$ cat src/rtl/id_ex_stage.sv
// ID/EX pipeline register: captures the decoded control word, operands, PCs and prediction tag.
// Optional bubble/stall statistics counters are built when ID_EX_STAT_EN is defined.
module id_ex_stage #(
  parameter int XLEN   = 32,
  parameter int REG_AW = 5
) (
  input  logic              clk,
  input  logic              rst_n,
  input  logic              StallE,
  input  logic              FlushE,
  input  logic              ValidD,
  input  logic              RegWriteD,
  input  logic              MemWriteD,
  input  logic              BranchD,
  input  logic              ALUSrcD,
  input  logic              JumpD,
  input  logic              jalrD,
  input  logic [1:0]        ResultSrcD,
  input  logic [2:0]        ALUControlD,
  input  logic [2:0]        funct3D,
  input  logic              PredTakenD,
  input  logic [XLEN-1:0]   RD1D,
  input  logic [XLEN-1:0]   RD2D,
  input  logic [XLEN-1:0]   ImmExtD,
  input  logic [XLEN-1:0]   PCD,
  input  logic [XLEN-1:0]   PCPlus4D,
  input  logic [REG_AW-1:0] Rs1D,
  input  logic [REG_AW-1:0] Rs2D,
  input  logic [REG_AW-1:0] RdD,
  output logic              ValidE,
  output logic              RegWriteE,
  output logic              MemWriteE,
  output logic              BranchE,
  output logic              ALUSrcE,
  output logic              JumpE,
  output logic              jalrE,
  output logic [1:0]        ResultSrcE,
  output logic [2:0]        ALUControlE,
  output logic [2:0]        funct3E,
  output logic              PredTakenE,
  output logic [XLEN-1:0]   RD1E,
  output logic [XLEN-1:0]   RD2E,
  output logic [XLEN-1:0]   ImmExtE,
  output logic [XLEN-1:0]   PCE,
  output logic [XLEN-1:0]   PCPlus4E
`ifdef ID_EX_STAT_EN
  ,
  output logic [REG_AW-1:0] Rs1E,
  output logic [REG_AW-1:0] Rs2E,
  output logic [REG_AW-1:0] RdE,
  output logic [31:0]       BubbleCntE,
  output logic [31:0]       StallCntE
`else
  ,
  output logic [REG_AW-1:0] Rs1E,
  output logic [REG_AW-1:0] Rs2E,
  output logic [REG_AW-1:0] RdE
`endif
);

  typedef struct packed {
    logic              reg_write;
    logic              mem_write;
    logic              branch;
    logic              alu_src;
    logic              jump;
    logic              jalr;
    logic [1:0]        result_src;
    logic [2:0]        alu_control;
    logic [2:0]        funct3;
    logic              pred_taken;
    logic [XLEN-1:0]   rd1;
    logic [XLEN-1:0]   rd2;
    logic [XLEN-1:0]   imm_ext;
    logic [XLEN-1:0]   pc;
    logic [XLEN-1:0]   pc_plus4;
    logic [REG_AW-1:0] rs1;
    logic [REG_AW-1:0] rs2;
    logic [REG_AW-1:0] rd;
  } payload_t;

  payload_t pay_in;
  payload_t pay_d, pay_q;
  logic     valid_d, valid_q;
  logic     load_bubble;
  logic     load_capture;

  always_comb begin
    pay_in             = '0;
    pay_in.reg_write   = RegWriteD;
    pay_in.mem_write   = MemWriteD;
    pay_in.branch      = BranchD;
    pay_in.alu_src     = ALUSrcD;
    pay_in.jump        = JumpD;
    pay_in.jalr        = jalrD;
    pay_in.result_src  = ResultSrcD;
    pay_in.alu_control = ALUControlD;
    pay_in.funct3      = funct3D;
    pay_in.pred_taken  = PredTakenD;
    pay_in.rd1         = RD1D;
    pay_in.rd2         = RD2D;
    pay_in.imm_ext     = ImmExtD;
    pay_in.pc          = PCD;
    pay_in.pc_plus4    = PCPlus4D;
    pay_in.rs1         = Rs1D;
    pay_in.rs2         = Rs2D;
    pay_in.rd          = RdD;
  end

  // A killed decode slot is loaded exactly like a flush, so downstream never needs extra gating.
  always_comb begin
    load_bubble  = FlushE || (!StallE && !ValidD);
    load_capture = !FlushE && !StallE && ValidD;
    pay_d        = pay_q;
    valid_d      = valid_q;
    if (load_bubble) begin
      pay_d   = '0;
      valid_d = 1'b0;
    end else if (load_capture) begin
      pay_d   = pay_in;
      valid_d = 1'b1;
    end
  end

  always_ff @(posedge clk) begin
    if (!rst_n) begin
      pay_q   <= '0;
      valid_q <= 1'b0;
    end else begin
      pay_q   <= pay_d;
      valid_q <= valid_d;
    end
  end

  assign ValidE      = valid_q;
  assign RegWriteE   = pay_q.reg_write;
  assign MemWriteE   = pay_q.mem_write;
  assign BranchE     = pay_q.branch;
  assign ALUSrcE     = pay_q.alu_src;
  assign JumpE       = pay_q.jump;
  assign jalrE       = pay_q.jalr;
  assign ResultSrcE  = pay_q.result_src;
  assign ALUControlE = pay_q.alu_control;
  assign funct3E     = pay_q.funct3;
  assign PredTakenE  = pay_q.pred_taken;
  assign RD1E        = pay_q.rd1;
  assign RD2E        = pay_q.rd2;
  assign ImmExtE     = pay_q.imm_ext;
  assign PCE         = pay_q.pc;
  assign PCPlus4E    = pay_q.pc_plus4;
  assign Rs1E        = pay_q.rs1;
  assign Rs2E        = pay_q.rs2;
  assign RdE         = pay_q.rd;

`ifdef ID_EX_STAT_EN
  logic [31:0] bubble_cnt_d, bubble_cnt_q;
  logic [31:0] stall_cnt_d, stall_cnt_q;
  logic        stall_edge;

  // Both counters saturate rather than wrap so long runs never report a small bogus count.
  always_comb begin
    stall_edge   = StallE && !FlushE;
    bubble_cnt_d = bubble_cnt_q;
    stall_cnt_d  = stall_cnt_q;
    if (load_bubble && !(&bubble_cnt_q)) begin
      bubble_cnt_d = bubble_cnt_q + 32'd1;
    end
    if (stall_edge && !(&stall_cnt_q)) begin
      stall_cnt_d = stall_cnt_q + 32'd1;
    end
  end

  always_ff @(posedge clk) begin
    if (!rst_n) begin
      bubble_cnt_q <= '0;
      stall_cnt_q  <= '0;
    end else begin
      bubble_cnt_q <= bubble_cnt_d;
      stall_cnt_q  <= stall_cnt_d;
    end
  end

  assign BubbleCntE = bubble_cnt_q;
  assign StallCntE  = stall_cnt_q;
`endif

endmodule

$ cat config.mk
export PLATFORM = sky130hd
export DESIGN_NAME = id_ex_stage
export DESIGN_NICKNAME = d
export VERILOG_FILES = /design/src/rtl/id_ex_stage.sv
export SDC_FILE = /design/constraint.sdc
export NUM_CORES = 1
export LEC_CHECK = 0
export ABC_AREA = 1
export CAP_MARGIN = 20
export CORE_AREA = 4 4 146 148
export DETAILED_ROUTE_END_ITERATION = 16
export DIE_AREA = 0 0 150 152
export PLACE_DENSITY = 0.79
export SETUP_SLACK_MARGIN = 0.4
export SYNTH_ARGS = -nofsm -noshare
export SYNTH_HDL_FRONTEND = slang
export SYNTH_SLANG_ARGS = --single-unit
$ cat constraint.sdc
create_clock -name clk -period 3 [get_ports clk]
set_clock_uncertainty 0.1 [all_clocks]
set_input_delay 0.6 -clock clk [delete_from_list [all_inputs] [get_ports clk]]
set_output_delay 0.6 -clock clk [all_outputs]
set_load 0.005 [all_outputs]
==> run metrics <==
DP HPWL 18200 um; Min-Delay Startpoint ValidE$_SDFFE_PP0P_; effective utilization at floorplan 0.420; reg-to-reg setup timing slack 2260 ps; die area between 20000 and 25000 sq um; vias in the first global route 7772; antenna diode count 0; final hold vios 0; multi-input logic area 3370 sq um; PwrDens 433 nW/um^2; via count 8621; met1 track utilization from global routing 0.243; syn_area_per_cell 6.70 sq um; antenna violations before repair 0; fraction of final layout cells sized beyond drive strength 1 0.0304; Die Width 150 um; Storage cell area approximately 3800 sq um; H-tree depth reported by CTS 4; die height 152 um; GRT Max-Usage Layer met2; count of nets after finishing ~1800; number of clock buffers inserted by TritonCTS 17; Yosys Warn Count 0; maximum resistive drop on vdd ~0.00035 V; final worst path period need between 2000 and 2500 ps; leakage power between 5 and 6 nW; # setup viols final 0; result of the run finished clean; most common cell after layout, fill and taps aside sky130_fd_sc_hd__clkdlybuf4s50_1; row count 52; first-pass GRT wire length 39800 um; # port buffers 385; Final Cycle Share 0.680; count of clock tree sinks 191; number of gates resized after cts 0; filler cell count 1789; RSZ-0062 raised after global routing false; Worst Path Arrival 1340 ps; clock insertion delay at the later pin of the skew report between 400 and 500 ps; combined buffer and inverter count along the critical path 1; endpoint of the worst hold path ValidE$_SDFFE_PP0P_; Overflow after GRT 0; initial drt markers 453; CP required roughly 2300 ps; share of synthesized area occupied by flip-flops and latches 0.455; Detailed Routing Iterations Pass 1 5; largest incremental delay on the critical path slightly below 600 ps; Root Buffer sky130_fd_sc_hd__clkbuf_16; reg2reg start Rs1E[4]$_SDFFE_PP0P_; clock tree from TritonCTS yes; critical register-to-register path endpoint Rs1E[4]$_SDFFE_PP0P_; most used cells in the layout excluding fill and tap cells 384 x sky130_fd_sc_hd__clkdlybuf4s50_1, 192 x sky130_fd_sc_hd__nor2_1; cells after synthesis around 1300; type of the most critical hold path reg -> reg; largest fanout on the critical path 2; final standard cell utilization of the core 0.641; instance count along the most critical hold path 2; Fmax achieved ~490 MHz; number of max-cap violations 0; post-synth net total 1449; antenna-violating nets left 0; global-route met2 utilization 0.365; clock-pin slew on the worst setup and hold paths roughly 80 ps; number of library cell types mapped by synthesis 12; post-route DRC violation count 0; maximum count of clock buffers along a single path 2; Critical Path Start Type flop; I/O pin total between 300 and 400; worst slew slack as a fraction of its limit 0.430; cell type group with the largest total delay on the critical path buffers and inverters; final weighted congestion of routability-driven global placement 0.779; Post-Route Setup TNS 0 ps; post-synthesis sequential element count between 150 and 200; routing usage on met3 0.0932; WL/cell around 14 um; master of the slowest instance on the critical path sky130_fd_sc_hd__clkdlybuf4s50_1; number of max-slew violations in the final report 0; total core area 20000 sq um; relative area change from synthesis to final layout 52.7%; combined global-route utilization of all metal layers 0.214; worst-margin pin slew 856 ps; Critical Path, Cell by Cell clkdlybuf4s50_1; Post-Route WL roughly 26000 um; category of the most critical setup path reg -> out; largest net degree at the start of global routing 181; cell area after technology mapping 8410 sq um; routed via count divided by cell count 4.66; setup bufs post-CTS 0; cells on worst reg2reg path 2; type of destination of the critical path output port; Post-CTS Hold Buffers 0
[cell usage after synthesis]
cell type	instances	area (sq um)
sky130_fd_sc_hd__a21oi_1	191	956
sky130_fd_sc_hd__buf_4	12	90.1
sky130_fd_sc_hd__nor2_2	1	6.26
sky130_fd_sc_hd__inv_2	1	3.75
sky130_fd_sc_hd__buf_2	56	280
sky130_fd_sc_hd__inv_1	191	717
sky130_fd_sc_hd__buf_1	5	18.8
sky130_fd_sc_hd__dfxtp_1	191	3820
sky130_fd_sc_hd__nand3_1	190	951
sky130_fd_sc_hd__nor2_1	193	724
sky130_fd_sc_hd__clkbuf_1	32	120
sky130_fd_sc_hd__nand2_1	191	717
[metal layers]
metal / wire [um] / up-vias
li1: - / 4507
met1: 9800 / 3807
met2: 12600 / 282
met3: 2890 / 25
met4: 448 / 0
met5: 0 / -
[layout make-up]
class | instances | share of cell area
timing repair buffer | 398 | 0.315
sequential | 191 | 0.298
multi-input combinational | 766 | 0.262
inverter | 192 | 0.0561
clock buffer | 18 | 0.0334
tap | 270 | 0.0263
clock inverter | 14 | 0.00935
[sequential cells by signal, indices dropped and copies added (netlist names), 2 cells and up]
| signal | flops |
|---|---|
| funct3E | 3 |
| RD1E | 32 |
| Rs1E | 5 |
| PCE | 32 |
| Rs2E | 5 |
| PCPlus4E | 32 |
| ALUControlE | 3 |
| ResultSrcE | 2 |
| RD2E | 32 |
| ImmExtE | 32 |
| RdE | 5 |
[power by group]
part	switching, mW	leakage (nW)	total, mW	internal (mW)
sequential	0.0230	1.54	2.60	2.58
combinational	0.376	3.33	0.811	0.434
clock	1.05	0.268	2.15	1.09
[stage by stage]
stage	hold WS [ps]	instance area [sq um]	power (mW)	setup WS [ps]	std cells
5_1_grt	397	12800	5.81	882	1849
6_report	371	12800	5.56	960	1849
2_1_floorplan	360	8410	3.07	1470	1254
3_5_place_dp	355	12300	3.47	627	1817
3_3_place_gp	353	12300	3.46	637	1817
4_1_cts	374	12800	5.62	903	1849
[worst max path at each step]
stage / depth (start not counted) / slack, ps / endpoint / startpoint
5_1_grt: 1 / 880 / PCE[1] / PCE[1]$_SDFFE_PP0P_
3_5_place_dp: 6 / 630 / PCPlus4E[27]$_SDFFE_PP0P_ / StallE
2_1_floorplan: 6 / 1470 / ALUControlE[0]$_SDFFE_PP0P_ / StallE
6_report: 1 / 960 / PCE[20] / PCE[20]$_SDFFE_PP0P_
3_3_place_gp: 6 / 640 / PCPlus4E[27]$_SDFFE_PP0P_ / StallE
4_1_cts: 1 / 900 / PCE[12] / PCE[12]$_SDFFE_PP0P_
[kinds of logic (layout without fill, tap and decap cells)]
family / count (synthesis) / count (layout) / share of synthesized area
flip-flops: 191 / 191 / 0.455
AND/OR/NAND/NOR: 575 / 575 / 0.285
AO/OA/AOI/OAI: 191 / 191 / 0.114
buffers and inverters: 297 / 622 / 0.146
No activity file was read; power rests on OpenSTA's default activity.
